<file path="src/rtl/stroke_pacer_if.sv">
// Config handshake bundle for stroke_pacer: valid/ready offer of drive length and
// recovery:drive ratio. The master is the config source, the slave the pacer.
interface stroke_pacer_if #(
  parameter int DRIVE_W = 16,
  parameter int RATIO_W = 8
);
  logic               cfg_valid;
  logic               cfg_ready;
  logic [DRIVE_W-1:0] cfg_drive_len;
  logic [RATIO_W-1:0] cfg_ratio;

  modport master (output cfg_valid, output cfg_drive_len, output cfg_ratio, input cfg_ready);
  modport slave  (input cfg_valid, input cfg_drive_len, input cfg_ratio, output cfg_ready);
endinterface

</file>
<file path="src/rtl/stroke_pacer.sv">
// Paced rowing-stroke pulse generator with a one-deep config shadow register.
// Optional STROKE_PACER_COUNT_EN builds the completed-stroke counter; otherwise stroke_count is 0.
module stroke_pacer #(
  parameter int DRIVE_W = 16,
  parameter int RATIO_W = 8
) (
  input  logic            count_clock,
  input  logic            reset_n,
  input  logic            enable,
  stroke_pacer_if.slave   cfg,
  output logic            start_drive,
  output logic            start_recovery,
  output logic            busy,
  output logic            phase,
  output logic [15:0]     stroke_count
);
  localparam int CNT_W = DRIVE_W + RATIO_W;

  typedef enum logic [1:0] {IDLE, DRIVE, RECOVERY} state_t;

  state_t             state_q, state_d;
  logic               sh_full_q, sh_full_d;
  logic               act_valid_q, act_valid_d;
  logic               start_drive_q, start_drive_d;
  logic               start_recovery_q, start_recovery_d;
  logic               busy_q, busy_d;
  logic               phase_q, phase_d;
  logic [DRIVE_W-1:0] sh_drive_q, sh_drive_d;
  logic [CNT_W-1:0]   sh_rec_q, sh_rec_d;
  logic [DRIVE_W-1:0] act_drive_q, act_drive_d;
  logic [CNT_W-1:0]   act_rec_q, act_rec_d;
  logic [CNT_W-1:0]   cnt_q, cnt_d;
  logic               accept;
  logic               go_drive;
  logic               stroke_done;

  function automatic logic [DRIVE_W-1:0] clamp_drive(input logic [DRIVE_W-1:0] d);
    return (d == '0) ? DRIVE_W'(1) : d;
  endfunction

  // Full-width product so long drives at high ratios never truncate.
  function automatic logic [CNT_W-1:0] clamp_rec(input logic [DRIVE_W-1:0] d,
                                                 input logic [RATIO_W-1:0] r);
    logic [CNT_W-1:0] p;
    p = CNT_W'(d) * CNT_W'(r);
    return (p == '0) ? CNT_W'(1) : p;
  endfunction

  assign accept        = cfg.cfg_valid & ~sh_full_q;
  assign cfg.cfg_ready = ~sh_full_q;

  always_comb begin
    state_d          = state_q;
    sh_full_d        = sh_full_q;
    act_valid_d      = act_valid_q;
    sh_drive_d       = sh_drive_q;
    sh_rec_d         = sh_rec_q;
    act_drive_d      = act_drive_q;
    act_rec_d        = act_rec_q;
    cnt_d            = cnt_q;
    start_drive_d    = 1'b0;
    start_recovery_d = 1'b0;
    go_drive         = 1'b0;
    stroke_done      = 1'b0;

    case (state_q)
      IDLE: begin
        if (enable && (act_valid_q || sh_full_q)) go_drive = 1'b1;
      end
      DRIVE: begin
        if (cnt_q == CNT_W'(1)) begin
          state_d          = RECOVERY;
          cnt_d            = act_rec_q;
          start_recovery_d = 1'b1;
        end else begin
          cnt_d = cnt_q - CNT_W'(1);
        end
      end
      RECOVERY: begin
        if (cnt_q == CNT_W'(1)) begin
          stroke_done = 1'b1;
          if (enable) go_drive = 1'b1;
          else        state_d  = IDLE;
        end else begin
          cnt_d = cnt_q - CNT_W'(1);
        end
      end
      default: state_d = IDLE;
    endcase

    // A pending shadow is promoted only at a stroke boundary, never mid-stroke.
    if (go_drive) begin
      state_d       = DRIVE;
      start_drive_d = 1'b1;
      if (sh_full_q) begin
        act_drive_d = sh_drive_q;
        act_rec_d   = sh_rec_q;
        act_valid_d = 1'b1;
        sh_full_d   = 1'b0;
        cnt_d       = {{RATIO_W{1'b0}}, sh_drive_q};
      end else begin
        cnt_d = {{RATIO_W{1'b0}}, act_drive_q};
      end
    end

    if (accept) begin
      sh_drive_d = clamp_drive(cfg.cfg_drive_len);
      sh_rec_d   = clamp_rec(clamp_drive(cfg.cfg_drive_len), cfg.cfg_ratio);
      sh_full_d  = 1'b1;
    end

    busy_d  = (state_d != IDLE);
    phase_d = (state_d == RECOVERY);
  end

  always_ff @(posedge count_clock or negedge reset_n) begin
    if (!reset_n) begin
      state_q          <= IDLE;
      sh_full_q        <= 1'b0;
      act_valid_q      <= 1'b0;
      start_drive_q    <= 1'b0;
      start_recovery_q <= 1'b0;
      busy_q           <= 1'b0;
      phase_q          <= 1'b0;
    end else begin
      state_q          <= state_d;
      sh_full_q        <= sh_full_d;
      act_valid_q      <= act_valid_d;
      start_drive_q    <= start_drive_d;
      start_recovery_q <= start_recovery_d;
      busy_q           <= busy_d;
      phase_q          <= phase_d;
    end
  end

  // Datapath registers are qualified by sh_full/act_valid, so they need no reset.
  always_ff @(posedge count_clock) begin
    sh_drive_q  <= sh_drive_d;
    sh_rec_q    <= sh_rec_d;
    act_drive_q <= act_drive_d;
    act_rec_q   <= act_rec_d;
    cnt_q       <= cnt_d;
  end

`ifdef STROKE_PACER_COUNT_EN
  logic [15:0] count_q, count_d;

  always_comb begin
    count_d = count_q;
    if (stroke_done) count_d = count_q + 16'd1;
  end

  always_ff @(posedge count_clock or negedge reset_n) begin
    if (!reset_n) count_q <= '0;
    else          count_q <= count_d;
  end

  assign stroke_count = count_q;
`else
  logic unused_stroke_done;
  assign unused_stroke_done = stroke_done;
  assign stroke_count       = '0;
`endif

  assign start_drive    = start_drive_q;
  assign start_recovery = start_recovery_q;
  assign busy           = busy_q;
  assign phase          = phase_q;
endmodule

</file>
<file path="src/flat_wrapper.sv">
// flat-port wrapper written by rule: the top's interface ports become plain ports
module stroke_pacer_flat 
#(
  parameter int DRIVE_W = 16,
  parameter int RATIO_W = 8
)
  (count_clock, reset_n, enable, start_drive, start_recovery, busy, phase, stroke_count, cfg_cfg_valid, cfg_cfg_drive_len, cfg_cfg_ratio, cfg_cfg_ready);
  stroke_pacer_if #(.DRIVE_W(DRIVE_W), .RATIO_W(RATIO_W)) cfg_i ();
  input  logic count_clock;
  input  logic reset_n;
  input  logic enable;
  output logic start_drive;
  output logic start_recovery;
  output logic busy;
  output logic phase;
  output logic [15:0] stroke_count;
  input wire logic [$bits(cfg_i.cfg_valid)-1:0] cfg_cfg_valid;
  input wire logic [$bits(cfg_i.cfg_drive_len)-1:0] cfg_cfg_drive_len;
  input wire logic [$bits(cfg_i.cfg_ratio)-1:0] cfg_cfg_ratio;
  output wire logic [$bits(cfg_i.cfg_ready)-1:0] cfg_cfg_ready;
  assign cfg_i.cfg_valid = cfg_cfg_valid;
  assign cfg_i.cfg_drive_len = cfg_cfg_drive_len;
  assign cfg_i.cfg_ratio = cfg_cfg_ratio;
  assign cfg_cfg_ready = cfg_i.cfg_ready;
  stroke_pacer #(.DRIVE_W(DRIVE_W), .RATIO_W(RATIO_W)) u_core (.count_clock(count_clock), .reset_n(reset_n), .enable(enable), .cfg(cfg_i), .start_drive(start_drive), .start_recovery(start_recovery), .busy(busy), .phase(phase), .stroke_count(stroke_count));
endmodule
</file>
<file path="config.mk">
export PLATFORM = sky130hd
export DESIGN_NAME = stroke_pacer_flat
export DESIGN_NICKNAME = d
export VERILOG_FILES = /design/src/rtl/stroke_pacer_if.sv /design/src/rtl/stroke_pacer.sv /design/src/flat_wrapper.sv
export SDC_FILE = /design/constraint.sdc
export NUM_CORES = 1
export LEC_CHECK = 0
export ABC_AREA = 1
export ABC_CLOCK_PERIOD_IN_PS = 3650
export BUFFER_PORTS_ARGS = -buffer_cell sky130_fd_sc_hd__buf_2
export CELL_PAD_IN_SITES_DETAIL_PLACEMENT = 1
export CELL_PAD_IN_SITES_GLOBAL_PLACEMENT = 1
export CORE_MARGIN = 1
export CORE_UTILIZATION = 45
export DETAILED_ROUTE_END_ITERATION = 8
export HOLD_SLACK_MARGIN = 0.12
export PLACE_DENSITY_LB_ADDON = 0.3
export SYNTH_ARGS = -nofsm -noshare
export SYNTH_HDL_FRONTEND = slang
export SYNTH_SLANG_ARGS = --single-unit
export TNS_END_PERCENT = 10
</file>
<file path="constraint.sdc">
create_clock -name count_clock -period 3.65 [get_ports count_clock]
set_clock_uncertainty 0.1 [all_clocks]
set_input_delay 0.5475 -clock count_clock [delete_from_list [all_inputs] [get_ports count_clock]]
set_output_delay 0.5475 -clock count_clock [all_outputs]
set_load 0.05 [all_outputs]
</file>
# After elaboration in Yosys (flattened, before gate mapping)
# Cells that the tools add are included.
# word_totals
regBits	112
in_bits	28
output_inout_bits	21
# classes
addsub	1
n_mul	1
eq_ne	5
n_mux	20
n_bitwise	2
n_reduce_logical	10
# op_table
cell	count
2-to-1 mux 24 bit	3
one-hot mux 24 bit (2 select lines)	1
2-to-1 mux 16 bit	2
equality test 24 x 1 -> 1 bit, second input constant	1
zero test 24 bit	1
multiplier 16 x 8 -> 24 bit	1
subtractor 24 x 1 -> 24 bit, second input constant	1
zero test 16 bit	1
2-to-1 mux 1 bit	8
2-to-1 mux 2 bit	4
one-hot mux 2 bit (3 select lines)	1
equality test 2 bit, second input constant	2
AND reduction 2 bit	2
nonzero test 2 bit	2
inequality test 3 x 2 -> 1 bit, second input constant	1
nonzero test 3 bit	1
equality test 2 x 1 -> 1 bit, second input constant	1
zero test 2 bit	1
one-hot mux 1 bit (2 select lines)	1
AND 1 bit	1
logical AND 1 bit	1
logical OR 1 bit	1
inverter 1 bit	1

# Longest topological paths before layout
# Gate-level depths: netlist of run 1.
# logic_depth
word_depth	6
ltp_mapped	29
ltp_nobuf	28

# Worst setup path after synthesis of run 1
# No wires, ideal clock.
# synth_path
path_kind	input to register
from	input cfg_cfg_ratio[2]
to	register u_core.sh_rec_q[0], data pin
setup_time_ps	253
arrival_time_ps	4408
path_slack_ps	-1111
stages	23
path_buffers	2
cell_sequence	clkbuf_1 clkbuf_1 nand2_1 fa_1 inv_1 fa_1 fa_1 inv_1 fa_1 inv_1 ha_1 nand2_1 inv_1 a21oi_1 nand3_1 nand2_1 nand2_1 nand2_1 nand2_1 nand2_1 nor2_1 nand3_1 nand2_1
# synth_via
elab_chain_len	2
# synth_rtl
element	line	text
from (decl)	flat_wrapper.sv:19	input wire logic [$bits(cfg_i.cfg_ratio)-1:0] cfg_cfg_ratio;
multiplier 16 x 8 -> 24 bit	stroke_pacer.sv:45	p = CNT_W'(d) * CNT_W'(r);
zero test 24 bit	stroke_pacer.sv:46	return (p == '0) ? CNT_W'(1) : p;
to (signal assigned)	stroke_pacer.sv:139	sh_rec_q <= sh_rec_d;
to (decl)	stroke_pacer.sv:29	logic [CNT_W-1:0] sh_rec_q, sh_rec_d;
# No other way between the ends.
# A chain may end at the register's enable or synchronous reset.

# Worst setup path after layout of run 1
# layout_path
from	input cfg_cfg_drive_len[8]
to	register u_core.sh_rec_q[0], data pin
# layout_via
elab_chain_len	4
# layout_rtl
element	line	text
from (decl)	flat_wrapper.sv:18	input wire logic [$bits(cfg_i.cfg_drive_len)-1:0] cfg_cfg_drive_len;
zero test 16 bit	stroke_pacer.sv:38	return (d == '0) ? DRIVE_W'(1) : d;
2-to-1 mux 16 bit (*)	n/a	
multiplier 16 x 8 -> 24 bit (*)	stroke_pacer.sv:45	
zero test 24 bit	stroke_pacer.sv:46	
# Every way passes the cells marked *; elsewhere a longest branch is shown, timed or not.

==> flow_metrics.tcl, run 1 <==
set metrics [dict create \
    drt_initial_violations 333 \
    finalHoldWorstSlack_ns 0.3160 \
    mean_syn_cell_area_um2 8.200 \
    final-setup-viol-count 21 \
    clkTransAtPathRegs_ns 0.08 \
    route.met3.wl_um 661 \
    clock-root-buffer "clkbuf_16" \
    vdd.ir_drop.worst_mv 0.3631 \
    yosysWarningCount 0 \
    crit_path_max_fanout 4 \
    placementRows 53 \
    design.die.area_mm2 0.02237 \
    vias 8028 \
    antenna_found_initial 0 \
    leakage_nw 6.131 \
    routed_wire_length_per_instance_um 17.08 \
    drt_wl_total_um 27000 \
    synth_cell_types 44 \
    final_hold_viol_count 0 \
    drt-vias-per-instance 5.078 \
    dr.max_layer_used "met4" \
    synth_top_cell_by_area "edfxtp_1" \
    first_global_vias 8903 \
    rsz_0062_raised_after_global_routing "true" \
    grt_overflow_total 0 \
    critPathCaptureType "register" \
    required_ns 3.66 \
    hp-class "register to register" \
    cts-buffers-inserted 9 \
    grt_first_pass_wirelength_um 43650 \
    synth_common_cells "nand2_1, inv_1, edfxtp_1" \
    initial_util_pct 46.32 \
    antenna_cells 0 \
    fraction_of_layout_instances_using_a_drive_strength_above_1_pct 21.13 \
    violations "setup timing" \
    achievable-frequency_mhz 217.1 \
    remaining_antenna_violation_count_after_routing 0 \
    htreeDepth 3 \
    synthesis.area_mm2 0.009799 \
    route.layer.met1.wl_um 10930 \
    synth.area.top_cells "edfxtp_1, fa_1, nand2_1" \
    worst_max_slew_pin_slew_ns 0.5682 \
    grt_start_max_net_pins 42 \
    seq_area_frac_synth_pct 33.91 \
    chipHeight_um 149.6 \
    place_area_mm2 0.01094 \
    gp_congestion 0.8753 \
    pwr_density_cell_mw_per_mm2 823.5 \
    tritoncts_num_sinks 112 \
    share_of_synthesized_flip_flops_with_an_asynchronous_set_or_reset_pct 7.143 \
    critical_path.startpoint_type "input pin" \
    post-synth-top-area-fraction_pct 31.87 \
    tritoncts "done" \
    power_w 0.009605 \
    num-nets-final 1463 \
    drv_cap 0 \
    maxSlewHeadroom_pct 62.08 \
    ys_ff_latch 112 \
    clk_path_buf_depth 2 \
    criticalPathCategory "input pin to register" \
    synth.most_common_cell "nand2_1" \
    synthToLayoutAreaGrowth_pct 19.02 \
    place.port_buffers 32 \
    cp.arrival_ns 4.62 \
    placed_cells 1561 \
    route.met2.wl_um 14540 \
    fin_crit_ns 4.607 \
    postLayoutSetupSlackWorst_ns -0.9568 \
    layout.cell_area.non_filler_mm2 0.01166 \
    die_width_um 149.6 \
    ys_dominant_reg_cell "edfxtp_1" \
    floorplan.core_area_mm2 0.02115 \
    ios 49 \
    slew_viol_final 0 \
    synth_edf_count 104 \
    synthCells 1195 \
    finalCritPeriodShare_pct 126.2 \
    grtUsageTotal_pct 25.30 \
    dp_hpwl_um 21310 \
    detail_route.first_pass.iterations 4 \
    detail_route.drc_violations 0 \
    placement.setup.worst_slack_ns -1.401 \
    stdcell_count 1581 \
    clkLatencyLatePin_ns 0.36 \
    status "finished, violations left" \
]
-- area by class of cell --
type                    count  area (µm²)
clock buffers               9       225.2
clock inverters             7       112.6
fillers                  2560        9490
inverters                 285        1075
multi-input cells         738        5411
flip-flops and latches    112        3323
well taps                 275       344.1
repair buffers            155        1172
-- critical path, stage by stage --
cell	delay (ns)
buf_8	0.10
buf_4	0.13
buf_4	0.13
nand2_1	0.06
inv_1	0.05
fa_1	0.49
fa_1	0.53
fa_1	0.50
inv_1	0.05
fa_1	0.47
inv_1	0.04
ha_1	0.33
nand2_1	0.14
nor2_1	0.28
nand3_1	0.18
nand3_2	0.13
nand2_2	0.07
nand3b_1	0.10
nand2_2	0.07
nand2_2	0.06
nor2_1	0.04
nand3_1	0.07
nand2_1	0.05
-- cells in the final DEF (no fill, tap or decap), types with 5 or more instances in the layout --
cell	Yosys	layout
inv_1	283	272
clkbuf_16	0	9
ha_1	50	44
or2_2	8	8
xnor2_1	6	6
nor2_4	2	7
xor2_1	9	9
o21ai_1	10	10
nand3_2	0	9
nand3_1	35	25
edfxtp_1	104	104
a21oi_1	20	18
nand2_2	2	32
nor2_2	8	14
nor3_1	6	6
fa_1	84	83
buf_2	5	24
inv_2	2	11
nand3b_1	10	10
a31oi_1	6	6
conb_1	1	16
buf_4	17	119
nand2_1	301	268
o31ai_1	5	5
nor2_1	85	74
buf_6	2	7
dfrtp_1	8	8
nand4_1	13	13
o211ai_1	10	10
o21ai_0	25	25
-- power breakdown --
group	switching, W	internal (W)	leakage [nW]
registers	0.000254	0.00210	1.08
logic	0.00360	0.00259	4.89
clock network	0.000513	0.000560	0.161
total	0.00436	0.00524	6.13
-- per-layer routing --
metal  track usage [%]  up-vias
met5                 0        -
met3             2.043       62
met4             9.031        0
li1                  -     3799
met1             28.90     4022
met2             48.70      145
-- metrics by stage --
| stage | utilization (%) | setup TNS, ns |
|---|---|---|
| detailed placement | 51.74 | -22.01 |
| global placement | 51.74 | -20.19 |
| global route | 55.14 | -17.96 |
| floorplan | - | -13.45 |
| finish | 55.14 | -13.47 |
| CTS | 54.55 | -11.90 |
-- flip-flops by register name, indices dropped and copies added (netlist names) --
register               count
u_core.sh_full_q           1
u_core.act_valid_q         1
u_core.sh_drive_q         16
u_core.start_drive         1
u_core.act_rec_q          24
u_core.busy                1
u_core.sh_rec_q           24
u_core.state_q             2
u_core.cnt_q              24
u_core.start_recovery      1
u_core.act_drive_q        16
u_core.phase               1
-- kinds of logic (layout without fill, tap and decap cells) --
| kind of cell | Yosys count | after routing | synth area share, % |
|---|---|---|---|
| compound gates | 82 | 82 | 4.865 |
| mux | 3 | 3 | 0.3064 |
| fa+ha+maj | 134 | 134 | 23.54 |
| xor+xnor | 15 | 15 | 1.341 |
| buf+inv | 360 | 456 | 14.66 |
| other cells | 1 | 16 | 0.03827 |
| simple gates | 488 | 488 | 21.34 |
| flops | 112 | 112 | 33.91 |
-- path summary, 6_finish.rpt --
kind / start / end / slack [ns] / cells past startpoint
max: cfg_cfg_drive_len[8] / u_core.sh_rec_q[0] / -0.96 / 23
min: u_core.sh_rec_q[4] / u_core.act_rec_q[4] / 0.32 / 0
max reg2reg: u_core.cnt_q[0] / u_core.act_rec_q[0] / 0.90 / 9
min reg2reg: u_core.sh_rec_q[4] / u_core.act_rec_q[4] / 0.32 / 0
max in group asynchronous: reset_n / u_core.start_recovery / 2.82 / 2
min in group asynchronous: reset_n / u_core.state_q[1] / 0.46 / 2
-- repair_timing --
action	CTS	global route
setup buffers	0	4
hold endpoints to repair	8	0
setup endpoints to repair	21	21
hold buffers	1	0
pin swaps	16	13
gates resized for setup	67	35
No activity file was read; power rests on OpenSTA's default activity.
==> inputs of run 2 (changes only) <==
CELL_PAD_IN_SITES_DETAIL_PLACEMENT = default   (was 1)
CELL_PAD_IN_SITES_GLOBAL_PLACEMENT = default   (was 1)
==> run 2 against run 1 <==
  * Via count shrank 6.2%
  * Utilization fell by 0.82 points
  * The flow still finishes with violations (setup timing)
  * Non-clock buffer count is 11 lower
  * Sequential power about the same
  * Sequential cell count is the same
  * Routed wire length shrank 19%
  * Final cell count down 0.70%
  * Total power shrank 5.3%
  * Largest cell class unchanged
  * Combinational power fell by 6.1%
==> flow_metrics.tcl, run 2 (same netlist as run 1, synthesis figures left out) <==
set metrics [dict create \
    status "finished, violations left" \
    violations "setup timing" \
    finalCritPeriodShare_pct 123.9 \
    detail_route.drc_violations 0 \
    dp_hpwl_um 17590 \
    clkLatencyLatePin_ns 0.35 \
    hold_depth 0 \
    worst_max_slew_pin_slew_ns 0.5549 \
    clkTransAtPathRegs_ns 0.07 \
    hp-class "register to register" \
    num-nets-final 1452 \
    grt_first_pass_wirelength_um 37400 \
    worstHoldEndpoint "u_core.act_rec_q[7]" \
    first_global_vias 7810 \
    place_area_mm2 0.01090 \
    floorplan.core_area_mm2 0.02115 \
    top_usage_layer "met2" \
    criticalPathCategory "input pin to register" \
    htreeDepth 3 \
    final_hold_viol_count 0 \
    ios 49 \
    cts-buffers-inserted 9 \
    required_ns 3.65 \
    tritoncts "done" \
    synthToLayoutAreaGrowth_pct 17.26 \
    remaining_antenna_violation_count_after_routing 0 \
    drt_wl_total_um 21970 \
    clock-root-buffer "clkbuf_16" \
    drv_cap 0 \
    antenna_cells 0 \
    leakage_nw 6.053 \
    met3_resource_use_gr_pct 2.713 \
    grt_start_max_net_pins 42 \
    min_from "u_core.sh_rec_q[7]" \
    pwr_density_cell_mw_per_mm2 791.6 \
    most-common-layout-cells "inv_1, nand2_1, buf_4, edfxtp_1, fa_1" \
    top_regs "u_core.act_rec_q: 24 flops, u_core.cnt_q: 24 flops, u_core.sh_rec_q: 24 flops" \
    rsz_0062_raised_after_global_routing "true" \
    crit_path_max_fanout 4 \
    chipHeight_um 149.6 \
    critPathCaptureType "register" \
    die_width_um 149.6 \
    initial_util_pct 46.32 \
    register_to_register_setup_slack_ns 0.87 \
    fraction_of_layout_instances_using_a_drive_strength_above_1_pct 19.77 \
    rr_endpoint "u_core.act_rec_q[14]" \
    cp.arrival_ns 4.52 \
    power_w 0.009096 \
    gp_congestion 0.8855 \
    drt_initial_violations 358 \
    groute.layer.met1.usage_pct 26.64 \
    achievable-frequency_mhz 221.0 \
    stdcell_count 1570 \
    routed_wire_length_per_instance_um 14.00 \
    postLayoutSetupSlackWorst_ns -0.8741 \
    grt_overflow_total 0 \
    maxSlewHeadroom_pct 63.01 \
    slew_viol_final 0 \
    ff2ff_path_depth 9 \
    final-setup-viol-count 20 \
    drt-vias-per-instance 4.797 \
    placementRows 53 \
    design.die.area_mm2 0.02237 \
    fin_crit_ns 4.524 \
    detail_route.first_pass.iterations 5 \
    antenna_found_initial 0 \
    clk_path_buf_depth 2 \
    grtUsageTotal_pct 21.33 \
    layout_commonest_cell "inv_1" \
    layout.cell_area.non_filler_mm2 0.01149 \
    tritoncts_num_sinks 112 \
    totalNegativeSetupSlack_ns -12.18 \
    placed_cells 1553 \
    timing.rr.start "u_core.cnt_q[0]" \
    critical_path.startpoint_type "input pin" \
    met2_usage_pct 38.68 \
    place.port_buffers 32 \
    vdd.ir_drop.worst_mv 0.3849 \
    vias 7532 \
    cts.repair_timing.setup_buffer_count 0 \
]
run 2: through the flow:
step / setup WS, ns / utilization [%] / hold slack [ns]
6_report: -0.8741 / 54.32 / 0.3201
4_1_cts: -0.7776 / 53.94 / 0.3213
5_1_grt: -1.100 / 54.32 / 0.3313
3_5_place_dp: -1.331 / 51.51 / 0.3007
2_1_floorplan: -0.9903 / - / 0.1519
3_3_place_gp: -1.292 / 51.51 / 0.2904
run 2: final cells by class:
class / instances / area (µm²)
fillers: 1907 / 9663
clock inverters: 7 / 66.31
well taps: 275 / 344.1
flip-flops and latches: 112 / 3323
clock buffers: 9 / 225.2
multi-input cells: 738 / 5410
inverters: 285 / 1070
repair buffers: 144 / 1052
run 2: where the power goes:
group	leakage, nW	internal, W	switching [W]
sequential	1.08	0.00210	0.000237
combinational	4.82	0.00251	0.00329
clock	0.145	0.000485	0.000479
run 2: routing by layer:
layer	routed length [µm]	up-vias
li1	-	3787
met4	370	0
met3	1026	30
met5	0	-
met2	10970	163
met1	9607	3552
run 2: what timing repair did:
action | CTS | global route
setup endpoints to repair | 21 | 21
hold buffers | 1 | 0
pin swaps | 10 | 4
resized for setup | 51 | 24
hold endpoints to repair | 8 | 0
run 2: worst max-delay path by stage:
stage                                    start                  to  slack, ns  depth (start not counted)
final                     cfg_cfg_drive_len[0]  u_core.sh_rec_q[0]      -0.87                         24
after global routing      cfg_cfg_drive_len[0]  u_core.sh_rec_q[0]      -1.10                         25
after CTS                 cfg_cfg_drive_len[7]  u_core.sh_rec_q[0]      -0.78                         26
after detailed placement      cfg_cfg_ratio[3]  u_core.sh_rec_q[0]      -1.33                         22
after global placement        cfg_cfg_ratio[3]  u_core.sh_rec_q[0]      -1.29                         22
after floorplan               cfg_cfg_ratio[6]  u_core.sh_rec_q[0]      -0.99                         23
run 2: critical path, stage by stage:
cell and delay (ns):
buf_2 0.13, nor4_2 0.27, nand4_1 0.11, nand2_1 0.11, nand2_1 0.07, fa_1 0.45
fa_1 0.48, inv_1 0.05, fa_1 0.48, inv_1 0.05, fa_1 0.49, inv_2 0.04
ha_4 0.30, nand2_2 0.08, nor2_1 0.12, nand3_1 0.12, nand3_2 0.12, nand2_1 0.08
nand3b_1 0.09, nand2_1 0.08, nand2_1 0.09, nor2_2 0.04, nand3_1 0.07, nand2_1 0.04
